File: config.mk
export PLATFORM = sky130hd
export DESIGN_NAME = rv32_decode_stage
export DESIGN_NICKNAME = d
export VERILOG_FILES = /design/src/rtl/rv32_decode_stage_pkg.sv /design/src/rtl/rv32_decode_stage_imm_gen.sv /design/src/rtl/rv32_decode_stage.sv
export SDC_FILE = /design/constraint.sdc
export NUM_CORES = 1
export LEC_CHECK = 0
export BUFFER_PORTS_ARGS = -buffer_cell sky130_fd_sc_hd__buf_2
export CAP_MARGIN = 20
export CORE_MARGIN = 5
export CORE_UTILIZATION = 53
export CTS_BUF_LIST = sky130_fd_sc_hd__clkbuf_4
export DETAILED_ROUTE_END_ITERATION = 16
export PLACE_DENSITY = 0.87
export SYNTH_ARGS = -nofsm -noshare
export SYNTH_HDL_FRONTEND = slang
export SYNTH_SLANG_ARGS = --single-unit
File: constraint.sdc
create_clock -name clk -period 3 [get_ports clk]
set_input_delay 0.45 -clock clk [delete_from_list [all_inputs] [get_ports clk]]
set_output_delay 0.45 -clock clk [all_outputs]
set_load 0.01 [all_outputs]
File: src/rtl/rv32_decode_stage_pkg.sv
// Shared RV32 defines: opcodes, ALU op / operand-select codes, immediate
// types and the packed decode record registered by the decode stage.
// No ports; imported by rv32_decode_stage, rv32_imm_gen and the ALU.
package rv32_decode_stage_pkg;

  // Major opcodes (instr[6:0])
  localparam logic [6:0] OPC_LUI      = 7'b0110111;
  localparam logic [6:0] OPC_AUIPC    = 7'b0010111;
  localparam logic [6:0] OPC_JAL      = 7'b1101111;
  localparam logic [6:0] OPC_JALR     = 7'b1100111;
  localparam logic [6:0] OPC_BRANCH   = 7'b1100011;
  localparam logic [6:0] OPC_LOAD     = 7'b0000011;
  localparam logic [6:0] OPC_STORE    = 7'b0100011;
  localparam logic [6:0] OPC_OP_IMM   = 7'b0010011;
  localparam logic [6:0] OPC_OP       = 7'b0110011;
  localparam logic [6:0] OPC_MISC_MEM = 7'b0001111;
  localparam logic [6:0] OPC_SYSTEM   = 7'b1110011;
  localparam logic [6:0] OPC_CUSTOM0  = 7'b0001011;

  // ALU op codes
  localparam logic [3:0] ALU_ADD   = 4'b0000;
  localparam logic [3:0] ALU_XOR   = 4'b0001;
  localparam logic [3:0] ALU_OR    = 4'b0010;
  localparam logic [3:0] ALU_AND   = 4'b0011;
  localparam logic [3:0] ALU_SLL   = 4'b0100;
  localparam logic [3:0] ALU_SRL   = 4'b0101;
  localparam logic [3:0] ALU_SLT   = 4'b0110;
  localparam logic [3:0] ALU_SLTU  = 4'b0111;
  localparam logic [3:0] ALU_FXMUL = 4'b1000;

  // ALU operand selects
  localparam logic [1:0] SRC1_REG  = 2'b00;
  localparam logic [1:0] SRC1_PC   = 2'b01;
  localparam logic [1:0] SRC1_ZERO = 2'b10;
  localparam logic [1:0] SRC2_REG  = 2'b00;
  localparam logic [1:0] SRC2_IMM  = 2'b01;
  localparam logic [1:0] SRC2_FOUR = 2'b10;

  // Immediate formats
  localparam logic [2:0] IMM_I = 3'd0;
  localparam logic [2:0] IMM_S = 3'd1;
  localparam logic [2:0] IMM_B = 3'd2;
  localparam logic [2:0] IMM_U = 3'd3;
  localparam logic [2:0] IMM_J = 3'd4;

  // Everything the stage registers except the PC.
  typedef struct packed {
    logic        valid;
    logic [4:0]  rs1;
    logic [4:0]  rs2;
    logic [4:0]  rd;
    logic        rd_write;
    logic [3:0]  alu_op;
    logic        alu_sub_sra;
    logic [1:0]  alu_src1;
    logic [1:0]  alu_src2;
    logic [31:0] imm;
    logic        mem_read;
    logic        mem_write;
    logic [1:0]  mem_width;
    logic        mem_zero_ext;
    logic        branch;
    logic [2:0]  branch_op;
    logic        jump;
    logic        jump_reg;
    logic        illegal;
  } dec_t;

  // OP / OP-IMM funct3 to ALU op.
  function automatic logic [3:0] alu_op_from_funct3(input logic [2:0] funct3);
    case (funct3)
      3'b000:  return ALU_ADD;
      3'b001:  return ALU_SLL;
      3'b010:  return ALU_SLT;
      3'b011:  return ALU_SLTU;
      3'b100:  return ALU_XOR;
      3'b101:  return ALU_SRL;
      3'b110:  return ALU_OR;
      default: return ALU_AND;
    endcase
  endfunction

  // Turn a record into a bubble: data fields are kept, every control that
  // could cause a later-stage side effect is cleared.
  function automatic dec_t kill_side_effects(input dec_t d);
    dec_t r;
    r           = d;
    r.valid     = 1'b0;
    r.rd_write  = 1'b0;
    r.mem_read  = 1'b0;
    r.mem_write = 1'b0;
    r.branch    = 1'b0;
    r.jump      = 1'b0;
    r.jump_reg  = 1'b0;
    r.illegal   = 1'b0;
    return r;
  endfunction

endpackage

File: src/rtl/rv32_decode_stage_imm_gen.sv
// Immediate generator: sign-extends the I/S/B/U/J immediate of instr.
// Latency: combinational. Backpressure: none (pure function).
// Ports: instr (32b word), imm_type (IMM_* code), imm (32b immediate).
module rv32_imm_gen
  import rv32_decode_stage_pkg::*;
(
  input  logic [31:0] instr,
  input  logic [2:0]  imm_type,
  output logic [31:0] imm
);

  // The opcode bits never contribute to an immediate.
  logic unused_opcode_bits;
  assign unused_opcode_bits = ^instr[6:0];

  always_comb begin
    imm = '0;
    case (imm_type)
      IMM_I: imm = {{20{instr[31]}}, instr[31:20]};
      IMM_S: imm = {{20{instr[31]}}, instr[31:25], instr[11:7]};
      IMM_B: imm = {{19{instr[31]}}, instr[31], instr[7], instr[30:25], instr[11:8], 1'b0};
      IMM_U: imm = {instr[31:12], 12'b0};
      IMM_J: imm = {{11{instr[31]}}, instr[31], instr[19:12], instr[20], instr[30:21], 1'b0};
      default: imm = '0;
    endcase
  end

endmodule

File: src/rtl/rv32_decode_stage.sv
// Registered RV32I (+FXMUL) decode stage feeding the ALU.
// Latency: 1 cycle from instr_in/pc_in to the *_out registers.
// Backpressure: stall_in holds every register; flush_in turns the held entry into a bubble.
// Ports: clk/reset (sync, active high); valid_in, instr_in, pc_in, stall_in, flush_in in;
//        valid_out, pc_out, register indices, ALU controls, immediate, memory,
//        branch/jump controls and illegal_out out.
module rv32_decode_stage
  import rv32_decode_stage_pkg::*;
#(
  parameter logic [31:0] RESET_PC = 32'h0000_0000
) (
  input  logic        clk,
  input  logic        reset,
  input  logic        valid_in,
  input  logic [31:0] instr_in,
  input  logic [31:0] pc_in,
  input  logic        stall_in,
  input  logic        flush_in,
  output logic        valid_out,
  output logic [31:0] pc_out,
  output logic [4:0]  rs1_out,
  output logic [4:0]  rs2_out,
  output logic [4:0]  rd_out,
  output logic        rd_write_out,
  output logic [3:0]  alu_op_out,
  output logic        alu_sub_sra_out,
  output logic [1:0]  alu_src1_out,
  output logic [1:0]  alu_src2_out,
  output logic [31:0] imm_value_out,
  output logic        mem_read_out,
  output logic        mem_write_out,
  output logic [1:0]  mem_width_out,
  output logic        mem_zero_ext_out,
  output logic        branch_out,
  output logic [2:0]  branch_op_out,
  output logic        jump_out,
  output logic        jump_reg_out,
  output logic        illegal_out
);

  logic [6:0]  opcode;
  logic [2:0]  funct3;
  logic [6:0]  funct7;
  logic [2:0]  imm_type;
  logic [31:0] imm_value;
  logic        wr_en;
  logic        illegal;
  dec_t        dec_c;
  dec_t        dec_next;
  dec_t        dec_q;
  logic [31:0] pc_q;

  assign opcode = instr_in[6:0];
  assign funct3 = instr_in[14:12];
  assign funct7 = instr_in[31:25];

  rv32_imm_gen u_imm_gen (
    .instr    (instr_in),
    .imm_type (imm_type),
    .imm      (imm_value)
  );

  always_comb begin
    dec_c          = '0;
    dec_c.valid    = 1'b1;
    dec_c.rs1      = instr_in[19:15];
    dec_c.rs2      = instr_in[24:20];
    dec_c.rd       = instr_in[11:7];
    dec_c.alu_op   = ALU_ADD;
    dec_c.alu_src1 = SRC1_REG;
    dec_c.alu_src2 = SRC2_REG;
    imm_type       = IMM_I;
    wr_en          = 1'b0;
    illegal        = 1'b0;

    if (instr_in[1:0] != 2'b11) begin
      illegal = 1'b1;
    end else begin
      case (opcode)
        OPC_LUI: begin
          dec_c.alu_src1 = SRC1_ZERO;
          dec_c.alu_src2 = SRC2_IMM;
          imm_type       = IMM_U;
          wr_en          = 1'b1;
        end
        OPC_AUIPC: begin
          dec_c.alu_src1 = SRC1_PC;
          dec_c.alu_src2 = SRC2_IMM;
          imm_type       = IMM_U;
          wr_en          = 1'b1;
        end
        OPC_JAL: begin
          // ALU produces the link value pc+4; the target uses the immediate.
          dec_c.alu_src1 = SRC1_PC;
          dec_c.alu_src2 = SRC2_FOUR;
          imm_type       = IMM_J;
          wr_en          = 1'b1;
          dec_c.jump     = 1'b1;
        end
        OPC_JALR: begin
          dec_c.alu_src1 = SRC1_PC;
          dec_c.alu_src2 = SRC2_FOUR;
          imm_type       = IMM_I;
          wr_en          = 1'b1;
          dec_c.jump     = 1'b1;
          dec_c.jump_reg = 1'b1;
          if (funct3 != 3'b000) illegal = 1'b1;
        end
        OPC_BRANCH: begin
          // Comparison is done by subtracting; funct3[2:1] picks eq/lt/ltu.
          imm_type          = IMM_B;
          dec_c.alu_sub_sra = 1'b1;
          dec_c.branch      = 1'b1;
          dec_c.branch_op   = funct3;
          case (funct3[2:1])
            2'b00:   dec_c.alu_op = ALU_ADD;
            2'b10:   dec_c.alu_op = ALU_SLT;
            2'b11:   dec_c.alu_op = ALU_SLTU;
            default: illegal = 1'b1;
          endcase
        end
        OPC_LOAD: begin
          dec_c.alu_src2     = SRC2_IMM;
          imm_type           = IMM_I;
          wr_en              = 1'b1;
          dec_c.mem_read     = 1'b1;
          dec_c.mem_width    = funct3[1:0];
          dec_c.mem_zero_ext = funct3[2];
          if (funct3 == 3'b011 || funct3 == 3'b110 || funct3 == 3'b111) illegal = 1'b1;
        end
        OPC_STORE: begin
          dec_c.alu_src2  = SRC2_IMM;
          imm_type        = IMM_S;
          dec_c.mem_write = 1'b1;
          dec_c.mem_width = funct3[1:0];
          if (funct3 >= 3'b011) illegal = 1'b1;
        end
        OPC_OP_IMM: begin
          dec_c.alu_op   = alu_op_from_funct3(funct3);
          dec_c.alu_src2 = SRC2_IMM;
          imm_type       = IMM_I;
          wr_en          = 1'b1;
          case (funct3)
            3'b001: if (funct7 != 7'b0000000) illegal = 1'b1;
            3'b101: begin
              if (funct7 != 7'b0000000 && funct7 != 7'b0100000) illegal = 1'b1;
              dec_c.alu_sub_sra = instr_in[30];
            end
            // SLTI/SLTIU read the subtractor's flags.
            3'b010, 3'b011: dec_c.alu_sub_sra = 1'b1;
            default: ;
          endcase
        end
        OPC_OP: begin
          dec_c.alu_op = alu_op_from_funct3(funct3);
          wr_en        = 1'b1;
          if (funct7 == 7'b0100000) begin
            if (funct3 != 3'b000 && funct3 != 3'b101) illegal = 1'b1;
          end else if (funct7 != 7'b0000000) begin
            illegal = 1'b1;
          end
          case (funct3)
            3'b000, 3'b101: dec_c.alu_sub_sra = instr_in[30];
            3'b010, 3'b011: dec_c.alu_sub_sra = 1'b1;
            default: ;
          endcase
        end
        OPC_CUSTOM0: begin
          dec_c.alu_op = ALU_FXMUL;
          wr_en        = 1'b1;
          if (funct3 != 3'b000 || funct7 != 7'b0000000) illegal = 1'b1;
        end
        OPC_MISC_MEM: begin
          // FENCE: a live no-op with no writeback.
        end
        default: illegal = 1'b1;
      endcase
    end

    if (illegal) begin
      dec_c.mem_read  = 1'b0;
      dec_c.mem_write = 1'b0;
      dec_c.branch    = 1'b0;
      dec_c.jump      = 1'b0;
      dec_c.jump_reg  = 1'b0;
      dec_c.illegal   = 1'b1;
    end
    dec_c.rd_write = wr_en & ~illegal & (dec_c.rd != 5'd0);
  end

  always_comb begin
    dec_next     = dec_c;
    dec_next.imm = imm_value;
  end

  always_ff @(posedge clk) begin
    if (reset) begin
      dec_q <= '0;
      pc_q  <= RESET_PC;
    end else if (flush_in) begin
      dec_q <= kill_side_effects(dec_q);
    end else if (!stall_in) begin
      pc_q  <= pc_in;
      dec_q <= valid_in ? dec_next : kill_side_effects(dec_next);
    end
  end

  assign valid_out        = dec_q.valid;
  assign pc_out           = pc_q;
  assign rs1_out          = dec_q.rs1;
  assign rs2_out          = dec_q.rs2;
  assign rd_out           = dec_q.rd;
  assign rd_write_out     = dec_q.rd_write;
  assign alu_op_out       = dec_q.alu_op;
  assign alu_sub_sra_out  = dec_q.alu_sub_sra;
  assign alu_src1_out     = dec_q.alu_src1;
  assign alu_src2_out     = dec_q.alu_src2;
  assign imm_value_out    = dec_q.imm;
  assign mem_read_out     = dec_q.mem_read;
  assign mem_write_out    = dec_q.mem_write;
  assign mem_width_out    = dec_q.mem_width;
  assign mem_zero_ext_out = dec_q.mem_zero_ext;
  assign branch_out       = dec_q.branch;
  assign branch_op_out    = dec_q.branch_op;
  assign jump_out         = dec_q.jump;
  assign jump_reg_out     = dec_q.jump_reg;
  assign illegal_out      = dec_q.illegal;

endmodule

### After elaboration in Yosys (flattened, before gate mapping)

Index checks and enable logic that the tools add are counted.

| storage, ports and cells | value |
|---|---|
| bits in registers | 102 |
| bits in latches | 0 |
| memory bits (writable) | 0 |
| memory bits (read-only) | 0 |
| logic and storage cells | 116 |
| memories | 0 |

| cells by class | value |
|---|---|
| add/sub/neg operators | 0 |
| multiply operators | 0 |
| div/mod/pow operators | 0 |
| order comparisons | 1 |
| equal/unequal tests | 28 |
| shift operators | 0 |
| multiplexer cells | 38 |
| bitwise logic cells | 5 |
| reductions and logical operators | 24 |

Operators by type and width:

| kind | count |
|---|---|
| $pmux W32 S5 | 1 |
| $mux W70 | 1 |
| $eq A7 B6 Y1 const B | 4 |
| $eq A7 B7 Y1 const B | 3 |
| $pmux W3 S7 | 1 |
| $mux W1 | 18 |
| $eq A3 B3 Y1 const B | 5 |
| $eq A7 B4 Y1 const B | 2 |
| $eq A7 B5 Y1 const B | 2 |
| $reduce_or A2 Y1 | 7 |
| $eq A3 B2 Y1 const B | 4 |
| $pmux W3 S4 | 1 |
| $pmux W4 S3 | 1 |
| $mux W11 | 1 |
| $mux W9 | 1 |
| $pmux W1 S8 | 1 |
| $pmux W2 S2 | 2 |
| $reduce_or A8 Y1 | 1 |
| $eq A7 B2 Y1 const B | 1 |
| $ne A7 B6 Y1 const B | 1 |
| $reduce_bool A7 Y1 | 1 |
| $eq A3 B1 Y1 const B | 2 |
| $logic_not A3 Y1 | 2 |
| $mux W3 | 2 |
| other kinds (20) | 31 |

### Logic depth before layout (Yosys ltp)

Gate-level depths: netlist (run 1).

| logic depth | value |
|---|---|
| depth in word-level cells | 10 |
| gate-level depth with buffers | 8 |
| depth with buffers taken out | 5 |

### Hierarchy

A second synthesis (run 1) with hierarchy kept.

| unflattened totals | value |
|---|---|
| cell total of the unflattened synthesis | 609 |
| area total of the unflattened synthesis | 4554.4 um^2 |

Modules (own cells, without submodules):

| module | instances | cells an instance | area an instance (um^2) |
|---|---|---|---|
| rv32_decode_stage | 1 | 512 | 4037.6 |
| rv32_imm_gen | 1 | 97 | 516.7 |

### Worst setup path before layout (run 1)

OpenSTA, ideal clock, no wires.

| timing | value |
|---|---|
| path type | input to register |
| start | input port instr_in[6] |
| end | register dec_q (netlist bit imm_value_out[12]) |
| setup time | 132 ps |
| arrival time | 1663 ps |
| data required time | 2868 ps |
| path slack | 1205 ps |
| stages on the path | 7 |
| buffers on the path | 2 |
| path through | buf_6 > or3b_4 > a21oi_4 > nor2b_1 > buf_6 > a211oi_1 > nor3_1 |

| on the way | value |
|---|---|
| word-level cells in the longest chain between the ends | 7 |
| elaborated cells on any way between the ends | 15 |

RTL lines:

| what | RTL line | text |
|---|---|---|
| start: declaration | rv32_decode_stage.sv:15 | `input logic [31:0] instr_in,` |
| $eq A7 B5 Y1 or $eq A7 B6 Y1 (tied branches) | rv32_decode_stage.sv:79 | `case (opcode)` |
| $reduce_or A2 Y1 (no line) | -- |  |
| $pmux W3 S4 * | rv32_decode_stage.sv:79 |  |
| $mux W3 * | rv32_decode_stage.sv:76 | `if (instr_in[1:0] != 2'b11) begin` |
| $eq A3 B3 Y1 (tied with other cells) | rv32_decode_stage_imm_gen.sv:18 | `case (imm_type)` |
| $pmux W32 S5 * | rv32_decode_stage_imm_gen.sv:18 |  |
| $mux W70 * | rv32_decode_stage.sv:204 | `dec_q <= valid_in ? dec_next : kill_side_effects(dec_next);` |
| end signal: assignment | rv32_decode_stage.sv:201 | `dec_q <= kill_side_effects(dec_q);` |
| end signal: assignment | rv32_decode_stage.sv:204 |  |
| end: declaration | rv32_decode_stage.sv:50 | `dec_t dec_q;` |

Mark *: on every way between the ends. The rest lies on a longest branch, timed or not.
A chain may end at the register's enable or synchronous reset.

### Worst setup path after layout (run 1)

| timing | value |
|---|---|
| start | input port instr_in[4] |
| end | register dec_q (netlist bit imm_value_out[20]) |

Same word-level chain as after synthesis.

==> results of run 1 <==
-- cells in the mapped netlist, types with 3 or more instances --
cell type,instances
o211ai_1,3
o21ai_0,6
nand2_1,131
buf_2,9
a221oi_1,4
nor2_1,33
a211oi_1,20
o31ai_1,7
dfxtp_1,102
nor3_1,28
nor3b_1,3
buf_1,3
and3b_1,4
nand3_1,15
nand4_1,5
nand2b_1,3
a21oi_1,73
clkbuf_1,31
inv_1,5
-- cells in the final DEF (no fill, tap or decap), drive strengths merged, types with 2 or more instances in the layout --
cell      Yosys  routed
nor2b         2       2
a211oi       20      20
nand4b        2       2
o211ai        3       3
o31ai         7       7
and2          3       3
a32oi         2       2
and3          2       2
nand3        16      16
and3b         4       4
nand2b        3       3
nand2       131     131
nor3         28      28
clkbuf       31       9
or3           2       2
a221oi        4       4
dfxtp       102     102
nand4         6       6
clkinv        0       2
nor2         34      34
inv           5       8
clkinvlp      0       2
a21oi        74      74
a31oi         2       2
o21ai         6       6
nor3b         4       4
buf          14     175
-- layout make-up --
| class | instances | share of cell area [%] |
|---|---|---|
| Tap cell | 102 | 2.48 |
| Sequential cell | 102 | 39.7 |
| Clock inverter | 7 | 1.31 |
| Multi-Input combinational cell | 371 | 37.0 |
| Inverter | 5 | 0.365 |
| Timing Repair Buffer | 175 | 17.8 |
| Clock buffer | 9 | 1.31 |
-- metal layers --
layer	GRT usage, %	vias up
met3	6.23	34
met4	10.8	0
met2	41.8	201
met5	0	-
met1	30.2	2000
li1	-	2085
-- worst paths after layout --
check / from / cells after the start / slack (ns) / end
setup / recovery: instr_in[4] / 5 / 1.28 / imm_value_out[20]$_SDFFE_PP0P_
hold / removal: pc_in[12] / 3 / 0.19 / pc_out[12]$_SDFFE_PP0P_
setup reg to reg: imm_value_out[11]$_SDFFE_PP0P_ / 2 / 2.28 / imm_value_out[11]$_SDFFE_PP0P_
hold reg to reg: pc_out[27]$_SDFFE_PP0P_ / 2 / 0.46 / pc_out[27]$_SDFFE_PP0P_
-- stage by stage --
stage / total power, mW / setup WS (ns) / instance area [sq um] / instances / hold WS, ns
after floorplan: 1.67 / 1.20 / 4150 / 523 / 0.476
after global placement: 1.82 / 0.655 / 4990 / 754 / 0.432
after detailed placement: 1.83 / 0.634 / 4990 / 754 / 0.445
after CTS: 2.50 / 1.10 / 5120 / 770 / 0.176
after global routing: 2.60 / 1.09 / 5140 / 771 / 0.187
final: 2.49 / 1.28 / 5140 / 771 / 0.190
-- power by group through the flow --
stage	Sequential [mW]	Combinational, mW	Clock, mW
final	1.44	0.362	0.685
after global placement	1.47	0.349	0
after global routing	1.45	0.399	0.749
after CTS	1.44	0.358	0.700
after floorplan	1.50	0.173	0
after detailed placement	1.47	0.357	0
-- cells by family (layout without fill, tap and decap cells) --
| logic type | count (synthesis) | count (layout) | share of synthesized area (%) |
|---|---|---|---|
| DFF | 102 | 102 | 49.2 |
| AOI/OAI and AO/OA | 125 | 125 | 18.4 |
| buffers and inverters | 50 | 196 | 5.15 |
| muxes | 1 | 1 | 0.241 |
| and+or+nand+nor | 245 | 245 | 27.0 |
-- worst max-delay path, stage by stage --
cell and delay (ns):
buf_2 0.23, or3b_4 0.43, nor2_1 0.61, a211oi_1 0.17, nor3_1 0.20
-- sequential cells by signal, indices dropped and copies added, names as in the netlist, 2 cells and up --
register / count
rs2_out: 5
alu_op_out: 4
pc_out: 32
mem_width_out: 2
alu_src1_out: 2
branch_op_out: 3
rs1_out: 5
rd_out: 5
imm_value_out: 32
alu_src2_out: 2
==> flow_summary_export.csv, run 1 <==
group,metric,value,unit
drt,vias,4320,
power_and_ir_drop,power_leakage,2.29,nW
synthesis,async_flop_share,0,%
cts,postCtsSetupBuffers,0,
synthesis,synth-warning-count,0,
cts,ctsResizeCount,0,
drt,wl_met3,1070,microns
drt,drt-initial-drc-count,373,
power_and_ir_drop,p_switching,0.749,mW
global_routing,grt_overflow_total,0,
drt,drc,0,
drt,routed_via_density,5.60,
cells_and_area,diodes,0,
place,globalplace.congestion,0.948,
cells_and_area,synthToLayoutAreaGrowth,23.9,%
cts,ctsHoldBuffers,0,
cts,cts_tree,"built",
drt,top_layer_used,"met4",
timing,fin_crit,1.72,ns
cells_and_area,multi_input_area,0.00191,sq mm
timing,period_share,57.4,%
power_and_ir_drop,p_int,1.74,mW
cts,clk_pin_slew,0.18,ns
cts,worstSkewPairLatency,0.44,ns
synthesis,synth_area_leader_cell,"dfxtp_1",
timing,finalHoldViolCount,0,
synthesis,synth_area_per_cell,7.94,sq um
power_and_ir_drop,p_sw_share,30.1,%
cells_and_area,utilization,66.9,%
floorplanning,start_util,54.0,%
worst_setup_path,start_kind,"input pin",
floorplanning,die_y,98.5,microns
power_and_ir_drop,clock_power_share,27.5,%
synthesis,synth_edf_count,0,
power_and_ir_drop,pwr-share-seq,58.0,%
cts,ctsHtreeMaxLevel,3,
power_and_ir_drop,ir_drop,237,uV
power_and_ir_drop,pwr_density_cell,484,mW/mm^2
synthesis,synth_cell_types,49,
worst_setup_path,cp_data_arrival_time,2.10,ns
cts,cts_sinks,102,
timing,tightest_slew,0.772,ns
floorplanning,num_io_pins,171,
floorplanning,dieArea,0.00971,sq mm
synthesis,synth_top_area_share,49.2,%
synthesis,syn_area,0.00415,sq mm
cells_and_area,seq_area,0.00204,sq mm
global_routing,grtUsageTotal,24.9,%
status,status,"complete, no violations",
drt,ant_nets,0,
cts,root_buffer,"clkbuf_4",
cts,cts_buffers,9,
worst_setup_path,critPathKind,"in -> reg",
cells_and_area,fill_cells,706,
job,maxCapViolCount,0,
place,dp_hpwl,9020,microns
floorplanning,num_rows,32,
synthesis,synth.yosys.seq_area_share,49.2,%
timing,max-slew-margin-rel,48.3,%
drt,wl_per_cell,16.1,microns
synthesis,ys.flop_type,"dfxtp_1",
timing,setup_violations,0,
drt,route.met2.wl,6120,microns
timing,drv_slew,0,
synthesis,synthTopCellsByArea,"dfxtp_1, nand2_1, a21oi_1, a211oi_1, nor3_1",
synthesis,postSynthCellCount,523,
worst_setup_path,endpoint_kind,"register",
global_routing,grt_pass1_wl,19800,microns
worst_setup_path,cp_max_fo,15,
cells_and_area,final_nets,733,
global_routing,first_global_vias,4055,
drt,wl_met1,4820,microns
timing,rsz0062_at_grt,"no",
cells_and_area,drive_gt1_share,29.9,%
drt,firstDrtPassIters,4,
floorplanning,core,0.00769,sq mm
global_routing,grt_start_max_net_pins,75,
place,port_buffers,170,
timing,tns,0,ns
cts,cts_buffer_depth,2,
drt,wirelength,12400,microns
synthesis,ys_seq_elements,102,
worst_setup_path,required,3.38,ns
power_and_ir_drop,power.share.combinational,14.5,%
floorplanning,die_w,98.5,microns
global_routing,antenna_found_initial,0,
synthesis,syn_nets,592,
min_path,hp-class,"in -> reg",
timing,max_freq,0.581,GHz
timing,finClkSkew,0,ns
Power figures use the tool's default switching activity.
==> inputs of run 2 (changes only) <==
Settings changed: CORE_UTILIZATION 53 to 45, PLACE_DENSITY 0.87 to 0.78.
Clock period 3 ns to 1.5 ns, I/O delays scaled along.
==> flow_summary_export.csv, run 2 (synthesis gave the netlist of run 1 again) <==
group,metric,value,unit
status,status,"complete, no violations",
floorplanning,num_io_pins,171,
cells_and_area,final_nets,822,
global_routing,grt_pass1_wl,22400,microns
place,port_buffers,170,
worst_setup_path,cp_max_fo,10,
timing,finClkSkew,0,ns
floorplanning,core,0.00911,sq mm
worst_setup_path,cp.buffers_inverters,2,
drt,wl_per_cell,16.0,microns
worst_setup_path,critPathMaxStageDelay,0.39,ns
place,placed_cells,814,
cells_and_area,synthToLayoutAreaGrowth,43.4,%
power_and_ir_drop,power_leakage,2.71,nW
drt,firstDrtPassIters,4,
global_routing,first_global_vias,4612,
worst_setup_path,endpoint_kind,"register",
worst_setup_path,crit_chain,"buf_2 -> buf_12 -> nor3b_2 -> a31oi_1 -> or3_1 -> a221oi_1 -> nor3_1",
cells_and_area,final_common_cell,"buf_2",
timing,tightest_slew,0.705,ns
timing,max_freq,0.802,GHz
global_routing,grtUsageTotal,24.5,%
worst_setup_path,cp_data_arrival_time,1.56,ns
worst_setup_path,cp_slowest_cell,"or3_1",
cts,cts_sinks,102,
worst_setup_path,critPathKind,"in -> reg",
floorplanning,start_util,45.6,%
floorplanning,dieArea,0.0113,sq mm
cts,clk_pin_slew,0.17,ns
timing,rsz0062_at_grt,"no",
place,globalplace.congestion,0.895,
drt,ant_nets,0,
drt,vias,4628,
timing,setup_violations,0,
place,dp_hpwl,10100,microns
worst_setup_path,start_kind,"input pin",
worst_setup_path,required,1.82,ns
cells_and_area,diodes,0,
cts,cts_buffers,9,
min_path,hp-class,"in -> reg",
drt,drt-initial-drc-count,250,
drt,drc,0,
drt,routed_via_density,5.33,
cells_and_area,fin_cells,869,
power_and_ir_drop,p_total,5.15,mW
cells_and_area,final_cell_mix,"buf_2, nand2_1, dfxtp_1, a21oi_1, buf_4",
cts,cts_buffer_depth,2,
cts,ctsResizeCount,0,
cts,cts_tree,"built",
timing,finalHoldViolCount,0,
cts,ctsHtreeMaxLevel,3,
floorplanning,die_y,106,microns
job,maxCapViolCount,0,
timing,fin_crit,1.25,ns
floorplanning,num_rows,35,
cts,worstSkewPairLatency,0.45,ns
timing,drv_slew,0,
timing,max-slew-margin-rel,53.0,%
global_routing,antenna_found_initial,0,
cells_and_area,drive_gt1_share,33.0,%
cts,postCtsSetupBuffers,0,
cts,root_buffer,"clkbuf_4",
timing,period_share,83.1,%
power_and_ir_drop,ir_drop,417,uV
worst_setup_path,crit_family,"simple AND/OR/NAND/NOR gates",
drt,wirelength,13900,microns
global_routing,grt_start_max_net_pins,73,
power_and_ir_drop,pwr_density_cell,864,mW/mm^2
floorplanning,die_w,106,microns
global_routing,grt_overflow_total,0,
[run 2: changes by cell type in the layout (fill, tap and decap cells not counted), sizes merged]
cell         previous run  this run
buf                   175       225
clkinv                  2         4
clkinvlp                2         0
dlygate4sd3             0        39
[run 2: metrics by stage]
step	cell area [sq um]	setup TNS, ns	util (%)	hold slack [ns]	setup slack, ns
4_1_cts	5950	0	65.3	0.000764	0.237
3_5_place_dp	5430	-2.62	59.7	0.440	-0.173
3_3_place_gp	5430	-1.57	59.7	0.436	-0.124
5_1_grt	5960	0	65.4	0.00693	0.195
6_report	5960	0	65.4	0.0204	0.254
2_1_floorplan	4150	-0.561	-	0.304	-0.0701
[run 2: worst paths after layout]
| path | start | to | slack, ns | cells after the start |
|---|---|---|---|---|
| max | instr_in[4] | imm_value_out[3]$_SDFFE_PP0P_ | 0.25 | 7 |
| min | instr_in[21] | rs2_out[1]$_SDFFE_PP0P_ | 0.02 | 3 |
| max reg2reg | valid_out$_SDFFE_PP0N_ | valid_out$_SDFFE_PP0N_ | 0.78 | 2 |
| min reg2reg | imm_value_out[31]$_SDFFE_PP0P_ | imm_value_out[31]$_SDFFE_PP0P_ | 0.46 | 2 |
[run 2: layout make-up]
class	instances	area, sq um
sequential	102	2040
clock inverter	7	65.1
timing repair buffer	264	1720
clock buffer	9	67.6
tap	111	139
multi-input combinational	371	1910
inverter	5	18.8
fill	802	3150
[run 2: report_power, final]
part	switching, mW	internal, mW
clock	0.980	0.377
sequential	0.0581	2.83
combinational	0.490	0.414
[run 2: repair_timing]
item                       CTS  global route
hold buffers                38             1
hold endpoints to repair    38             1
setup endpoints to repair    0             0
[run 2: routing by layer]
layer	up-vias	track usage, %	share of wire, %
li1	2271	-	-
met4	0	12.8	3.6
met1	2142	29.6	40
met3	42	4.25	6.4
met2	173	41.8	50
met5	-	0	0
[run 2: tightest hold or removal path, delay by kind of cell]
family	cells	cell delay, ns
compound gates	1	0.05
buf+inv	1	0.12
simple gates	1	0.06
